**config.mk**
```make
export PLATFORM = sky130hd
export DESIGN_NAME = alu_sequencer
export DESIGN_NICKNAME = d
export VERILOG_FILES = /design/src/rtl/alu_sequencer_pkg.sv /design/src/rtl/alu_seq_decode.sv /design/src/rtl/alu_sequencer.sv
export SDC_FILE = /design/constraint.sdc
export NUM_CORES = 1
export LEC_CHECK = 0
export BUFFER_PORTS_ARGS = -buffer_cell sky130_fd_sc_hd__buf_2
export CORE_MARGIN = 2
export CORE_UTILIZATION = 44
export CTS_CLUSTER_DIAMETER = 30
export CTS_CLUSTER_SIZE = 20
export DETAILED_ROUTE_END_ITERATION = 8
export HOLD_SLACK_MARGIN = 0.08
export PLACE_DENSITY = 0.78
export SLEW_MARGIN = 20
export SYNTH_ARGS = -nofsm -noshare
export SYNTH_HDL_FRONTEND = slang
export SYNTH_SLANG_ARGS = --single-unit
```
**constraint.sdc**
```tcl
create_clock -name clock -period 5.85 [get_ports clock]
set_input_delay 0.585 -clock clock [delete_from_list [all_inputs] [get_ports clock]]
set_output_delay 0.585 -clock clock [all_outputs]
set_load 0.01 [all_outputs]
```
**src/rtl/alu_sequencer_pkg.sv**
```systemverilog
`default_nettype none
// ============================================================================
// Module   : alu_sequencer_pkg
// Purpose  : Shared opcode constants, FSM state type and instruction field
//            positions for the ALU sequencer.
// Revision : 1.0 - initial release
// ============================================================================
package alu_sequencer_pkg;

  localparam int OPC_W = 6;

  localparam logic [OPC_W-1:0] OP_ADD  = 6'd0;
  localparam logic [OPC_W-1:0] OP_SUB  = 6'd1;
  localparam logic [OPC_W-1:0] OP_SHL  = 6'd2;
  localparam logic [OPC_W-1:0] OP_SHR  = 6'd3;
  localparam logic [OPC_W-1:0] OP_MOV  = 6'd4;
  localparam logic [OPC_W-1:0] OP_LDL  = 6'd5;
  localparam logic [OPC_W-1:0] OP_LDH  = 6'd6;
  localparam logic [OPC_W-1:0] OP_MOV2 = 6'd7;
  localparam logic [OPC_W-1:0] OP_EQ   = 6'd8;
  localparam logic [OPC_W-1:0] OP_LT   = 6'd9;
  localparam logic [OPC_W-1:0] OP_GT   = 6'd10;
  localparam logic [OPC_W-1:0] OP_NF1  = 6'd11;
  localparam logic [OPC_W-1:0] OP_AND  = 6'd12;
  localparam logic [OPC_W-1:0] OP_NF1B = 6'd13;
  localparam logic [OPC_W-1:0] OP_JMP  = 6'd14;
  localparam logic [OPC_W-1:0] OP_BRF  = 6'd15;

  // Instruction word field positions (imm16 overlaps rb)
  localparam int OPC_HI = 31;
  localparam int OPC_LO = 26;
  localparam int RD_HI  = 25;
  localparam int RD_LO  = 21;
  localparam int RA_HI  = 20;
  localparam int RA_LO  = 16;
  localparam int RB_HI  = 15;
  localparam int RB_LO  = 11;
  localparam int IMM_HI = 15;
  localparam int IMM_LO = 0;

  typedef enum logic [1:0] {
    IDLE = 2'd0,
    READ = 2'd1,
    EXEC = 2'd2,
    WB   = 2'd3
  } state_e;

endpackage : alu_sequencer_pkg
`default_nettype wire

```
**src/rtl/alu_seq_decode.sv**
```systemverilog
`default_nettype none
// ============================================================================
// Module   : alu_seq_decode
// Purpose  : Combinational opcode classification for the ALU sequencer.
// Revision : 1.0 - initial release
// ============================================================================
module alu_seq_decode
  import alu_sequencer_pkg::*;
(
  input  logic [OPC_W-1:0] opcode_i,
  output logic             writes_rd_o,
  output logic             is_compare_o,
  output logic             is_branch_o,
  output logic             is_illegal_o
);

  // Opcode ranges: 0-7 write rd, 8-13 update flags, 14/15 branch, >15 illegal
  always_comb begin
    writes_rd_o  = (opcode_i <= OP_MOV2);
    is_compare_o = (opcode_i >= OP_EQ) && (opcode_i <= OP_NF1B);
    is_branch_o  = (opcode_i == OP_JMP) || (opcode_i == OP_BRF);
    is_illegal_o = (opcode_i > OP_BRF);
  end

endmodule : alu_seq_decode
`default_nettype wire

```
**src/rtl/alu_sequencer.sv**
```systemverilog
`default_nettype none
// ============================================================================
// Module   : alu_sequencer
// Purpose  : Multi-cycle controller that fetches operands from the register
//            file, strobes the ALU for one cycle and retires the result to
//            the register file, the flags or the program counter.
// Revision : 1.0 - initial release
// ============================================================================
module alu_sequencer
  import alu_sequencer_pkg::*;
#(
  parameter int                 DATA_W   = 32,
  parameter int                 REG_AW   = 5,
  parameter logic [DATA_W-1:0]  RESET_PC = '0
) (
  input  logic              clock,
  input  logic              reset,
  input  logic              instr_valid,
  output logic              instr_ready,
  input  logic [31:0]       instr_word,
  output logic [DATA_W-1:0] pc,
  output logic [REG_AW-1:0] rf_ra_addr,
  output logic [REG_AW-1:0] rf_rb_addr,
  input  logic [DATA_W-1:0] rf_ra_data,
  input  logic [DATA_W-1:0] rf_rb_data,
  output logic              rf_we,
  output logic [REG_AW-1:0] rf_wa,
  output logic [DATA_W-1:0] rf_wd,
  output logic [5:0]        alu_instr,
  output logic [DATA_W-1:0] alu_a,
  output logic [DATA_W-1:0] alu_b,
  output logic [DATA_W-1:0] alu_reg8,
  output logic [15:0]       alu_value,
  output logic              alu_highlow,
  output logic              alu_f1,
  output logic              alu_f2,
  output logic              alu_strobe,
  input  logic [DATA_W-1:0] alu_c,
  input  logic              alu_f3,
  output logic              flag,
  output logic              illegal,
  output logic              busy
);

  state_e              state_q;
  logic [DATA_W-1:0]   pc_q;
  logic [DATA_W-1:0]   pc_d;
  logic                f1_q;
  logic                f2_q;
  logic                illegal_q;

  // Latched instruction fields (ra/rb are consumed at accept time)
  logic [OPC_W-1:0]    opcode_q;
  logic [4:0]          rd_q;
  logic [15:0]         imm_q;

  // Registered outputs
  logic [REG_AW-1:0]   rf_ra_addr_q;
  logic [REG_AW-1:0]   rf_rb_addr_q;
  logic                rf_we_q;
  logic [REG_AW-1:0]   rf_wa_q;
  logic [DATA_W-1:0]   rf_wd_q;
  logic [OPC_W-1:0]    alu_instr_q;
  logic [DATA_W-1:0]   opa_q;
  logic [DATA_W-1:0]   opb_q;
  logic [15:0]         alu_value_q;
  logic                alu_highlow_q;
  logic                alu_strobe_q;

  logic                dec_writes_rd;
  logic                dec_is_compare;
  logic                dec_is_branch;
  logic                dec_is_illegal;

  alu_seq_decode u_decode (
    .opcode_i     (opcode_q),
    .writes_rd_o  (dec_writes_rd),
    .is_compare_o (dec_is_compare),
    .is_branch_o  (dec_is_branch),
    .is_illegal_o (dec_is_illegal)
  );

  // Next PC: taken branch loads operand A (BRF uses F1 from before this
  // instruction), everything else advances by one with natural wrap
  always_comb begin
    pc_d = pc_q + DATA_W'(1);
    if ((state_q == EXEC) && dec_is_branch && ((opcode_q == OP_JMP) || f1_q)) begin
      pc_d = opa_q;
    end
  end

  // Sequencer FSM with all outputs registered
  always_ff @(posedge clock or posedge reset) begin
    if (reset) begin
      state_q       <= IDLE;
      pc_q          <= RESET_PC;
      f1_q          <= 1'b0;
      f2_q          <= 1'b0;
      illegal_q     <= 1'b0;
      opcode_q      <= '0;
      rd_q          <= '0;
      imm_q         <= '0;
      rf_ra_addr_q  <= '0;
      rf_rb_addr_q  <= '0;
      rf_we_q       <= 1'b0;
      rf_wa_q       <= '0;
      rf_wd_q       <= '0;
      alu_instr_q   <= '0;
      opa_q         <= '0;
      opb_q         <= '0;
      alu_value_q   <= '0;
      alu_highlow_q <= 1'b0;
      alu_strobe_q  <= 1'b0;
    end else begin
      case (state_q)
        IDLE: begin
          if (instr_valid) begin
            opcode_q     <= instr_word[OPC_HI:OPC_LO];
            rd_q         <= instr_word[RD_HI:RD_LO];
            imm_q        <= instr_word[IMM_HI:IMM_LO];
            rf_ra_addr_q <= REG_AW'(instr_word[RA_HI:RA_LO]);
            rf_rb_addr_q <= REG_AW'(instr_word[RB_HI:RB_LO]);
            state_q      <= READ;
          end
        end
        READ: begin
          if (dec_is_illegal) begin
            illegal_q <= 1'b1;
            pc_q      <= pc_d;
            state_q   <= IDLE;
          end else begin
            opa_q         <= rf_ra_data;
            opb_q         <= rf_rb_data;
            alu_instr_q   <= opcode_q;
            alu_value_q   <= imm_q;
            alu_highlow_q <= (opcode_q == OP_LDH);
            alu_strobe_q  <= 1'b1;
            state_q       <= EXEC;
          end
        end
        EXEC: begin
          alu_strobe_q  <= 1'b0;
          alu_instr_q   <= '0;
          opa_q         <= '0;
          opb_q         <= '0;
          alu_value_q   <= '0;
          alu_highlow_q <= 1'b0;
          pc_q          <= pc_d;
          if (dec_writes_rd) begin
            rf_we_q <= (rd_q != 5'd0);
            rf_wa_q <= REG_AW'(rd_q);
            rf_wd_q <= alu_c;
            state_q <= WB;
          end else begin
            if (dec_is_compare) begin
              f2_q <= f1_q;
              f1_q <= alu_f3;
            end
            state_q <= IDLE;
          end
        end
        WB: begin
          rf_we_q <= 1'b0;
          rf_wa_q <= '0;
          rf_wd_q <= '0;
          state_q <= IDLE;
        end
        default: begin
          state_q <= IDLE;
        end
      endcase
    end
  end

  assign instr_ready = (state_q == IDLE);
  assign busy        = (state_q != IDLE);
  assign pc          = pc_q;
  assign rf_ra_addr  = rf_ra_addr_q;
  assign rf_rb_addr  = rf_rb_addr_q;
  assign rf_we       = rf_we_q;
  assign rf_wa       = rf_wa_q;
  assign rf_wd       = rf_wd_q;
  assign alu_instr   = alu_instr_q;
  assign alu_a       = opa_q;
  assign alu_b       = opb_q;
  assign alu_reg8    = opa_q;
  assign alu_value   = alu_value_q;
  assign alu_highlow = alu_highlow_q;
  assign alu_strobe  = alu_strobe_q;
  assign alu_f1      = f1_q;
  assign alu_f2      = f2_q;
  assign flag        = f1_q;
  assign illegal     = illegal_q;

endmodule : alu_sequencer
`default_nettype wire

```
==> impl_metrics.ini <==
[worst_setup_path]
setup.worst_path.end_class = flip-flop
critical_path.most_common_cell = and3_1
crit_chain = or3b_4, or4_2, and3_1, and3_1, nor3_2
worstSetupStartpointType = flip-flop
arrival_ps = 3110
required_ps = 6210
cp_top_family = simple AND/OR/NAND/NOR gates
crit_buf_inv = 0
critPathKind = reg2reg
r2r_setup_slack_ps = 3100
slowest_delay_ps = 1060
worstRegToRegCells = 5
r2r-end = pc[27]
timing.rr.start = opcode_q[4]
cp_max_fo = 63
slowest_stage = or4_2

[timing]
rsz0062_at_grt = no
fmax_mhz = 364
tns_ps = 0
final-max-slew-violation-count = 0
worstMarginPinSlew_ps = 1040
period_share = 0.469
period_minus_slack_ps = 2750
finalHoldViolCount = 0
finClkSkew_ps = 9.25
setup-violations-final = 0
relSlewSlack = 0.306
timing.final.ws_setup_ps = 3100

[routing]
routed.top_layer = met5
drc = 0
drt_wl_total_um = 23000
vias_per_cell = 5.32
drt-met1-wl_um = 9480
dr.pass1.iters = 6
met2_length_um = 11200
wl_per_cell_um = 16.5
met3WireLength_um = 1760
drt_iter0_drc = 547
antenna_left = 0
num_vias = 7417

[global_routing]
grt_pass1_vias = 7093
grt_first_pass_wirelength_um = 36500
grt_max_degree = 193
grt_usage = 0.226
antenna_found_initial = 2
grt_overflow = 0

[cells_and_area]
design_area_um2 = 10800
seq_area_um2 = 4880
final_cells = 1394
area_growth_pct = 26.5
drive_gt1_frac = 0.380
nNetsFinal = 1253
multi_input_area_um2 = 3120
fill_cells = 1614

[place]
place_inst = 1359
placed_cell_area_um2 = 10100
dp_slack_ps = 3130
gp_congestion = 0.825
dp_hpwl_um = 15500
port_buffers = 337

[cts]
post_cts_buffers = 0
ctsLongestPathBuffers = 2
htree_levels = 4
clk_latency_ps = 440
cts.sinks = 195
cts_root_buffer = clkbuf_16
clk_pin_slew_ps = 80
tritoncts = done
cts-buffers-inserted = 17

[worst_hold_path]
hold_class = in2reg
holdPathEnd = alu_a[7]
min_from = rf_ra_data[7]
whs_path_depth = 3

[logic_synthesis]
ys_seq_area_frac = 0.573
avgSynthCellArea_um2 = 10.0
synth-warning-count = 0
async_reset_ff_frac = 1.00
syn_area_um2 = 8510
ys_ff_latch = 195
ys.flop_type = dfrtp_1
synth_nets = 982
yosysUniqueCellTypes = 52
synth_edf_count = 0
netlist_instances = 849

[die]
die_w_um = 143
coreArea_um2 = 18800
die_height_um = 143
start_util = 0.452
io_pins = 338
rows = 50
die-area_um2 = 20500

[pwr]
p_clk_frac = 0.235
power_frac_seq = 0.432
swShare = 0.382
p_sw_uw = 1960
leakage_uw = 0.00579
p_int_uw = 3170
power_density_nw_per_um2 = 476
p_comb_frac = 0.333
ir_worst_vdd_uv = 231

[outcome]
status = complete, no violations

[job]
drv_cap = 0
==> through the flow <==
stage	power (uW)	utilization	hold slack, ps
2_1_floorplan	3270	-	435
3_3_place_gp	3890	0.537	445
3_5_place_dp	3950	0.537	459
4_1_cts	5170	0.570	314
5_1_grt	5450	0.572	315
6_report	5120	0.572	330
==> power groups by stage <==
stage	Clock (uW)	Combinational, uW	Sequential [uW]
after floorplan	0	931	2330
after global placement	0	1680	2220
after detailed placement	0	1730	2230
after CTS	1230	1730	2210
after global routing	1290	1890	2280
final	1210	1700	2210
==> repair_timing <==
action / 4_1_cts / 5_1_grt
endpoints found under the hold margin: 3 / 0
hold buffers: 1 / 0
resized for setup: 0 / 0
setup endpoints to repair: 0 / 0
==> layer usage <==
metal	global-route usage	vias to the layer above
met3	0.0620	44
met2	0.351	296
met5	0	-
li1	-	3466
met1	0.297	3609
met4	0.100	2
==> kinds of logic after synthesis <==
logic type,after synthesis,share of synthesized area
flops,195,0.573
simple gates,379,0.203
fa+ha+maj,1,0.00147
compound gates,139,0.113
mux,34,0.0450
buf+inv,101,0.0639
==> tightest hold or removal path, stage by stage <==
cell and delay [ps]:
buf_2 70, nand2_1 40, nand2_1 40
==> flip-flops by register name, indices dropped and copies added, names as in the netlist, 2 cells and up <==
name,count
rf_wd,32
alu_value,16
pc,32
rd_q,5
alu_instr,6
alu_a,32
state_q,2
imm_q,16
rf_wa,5
opcode_q,6
rf_ra_addr,5
alu_b,32
==> cell type report <==
| class | instances | area share |
|---|---|---|
| Clock inverter | 15 | 0.0173 |
| Sequential cell | 195 | 0.453 |
| Tap cell | 260 | 0.0302 |
| Antenna cell | 1 | 0.000232 |
| Timing Repair Buffer | 348 | 0.168 |
| Inverter | 5 | 0.00209 |
| Clock buffer | 17 | 0.0395 |
| Multi-Input combinational cell | 553 | 0.290 |
==> synthesized netlist by cell type (all sizes together) (3+ instances only) <==
cell / number / share of area
nor2: 30 / 0.013
o21ai: 27 / 0.016
o22ai: 9 / 0.0066
nor4: 3 / 0.0047
nand2b: 3 / 0.0022
or4: 4 / 0.0035
dfrtp: 195 / 0.57
nand4: 9 / 0.0066
a211oi: 4 / 0.0035
nand2: 196 / 0.086
a311oi: 5 / 0.0066
buf: 56 / 0.044
nand3: 99 / 0.058
inv: 5 / 0.0022
a21oi: 37 / 0.022
clkbuf: 40 / 0.018
and4: 5 / 0.0051
nor3: 11 / 0.0071
a22o: 37 / 0.038
a31oi: 3 / 0.0022
or3: 3 / 0.0022
mux2: 34 / 0.045
and3: 8 / 0.0059
==> how the worst max path moves through the flow <==
stage | slack [ps] | startpoint | to | depth (start not counted)
2_1_floorplan | 2750 | reset | alu_a[0] | 1
3_3_place_gp | 3180 | state_q[0] | pc[27] | 5
3_5_place_dp | 3130 | opcode_q[4] | pc[27] | 5
4_1_cts | 3110 | opcode_q[4] | pc[27] | 5
5_1_grt | 2990 | state_q[0] | pc[11] | 5
6_report | 3100 | opcode_q[4] | pc[27] | 5
==> layout by cell type, fill, tap and decap left out, types with 3 or more instances in the layout <==
master / synthesis / final
nand2_1: 196 / 196
buf_2: 6 / 337
and4_1: 5 / 5
nor2_1: 30 / 30
and3_1: 8 / 8
a211oi_1: 4 / 4
or4_1: 4 / 3
nand4_1: 9 / 9
a31oi_1: 3 / 3
nor3_1: 10 / 9
clkinvlp_4: 0 / 4
o21ai_0: 17 / 16
clkbuf_16: 0 / 17
inv_1: 5 / 4
inv_8: 0 / 6
a21oi_1: 36 / 36
clkinv_8: 0 / 3
mux2_2: 34 / 34
o22ai_1: 9 / 9
a22o_1: 37 / 37
buf_4: 38 / 8
dfrtp_1: 195 / 195
nand3_1: 99 / 99
a311oi_1: 3 / 3
o21ai_1: 10 / 9
Power figures use the tool's default switching activity.
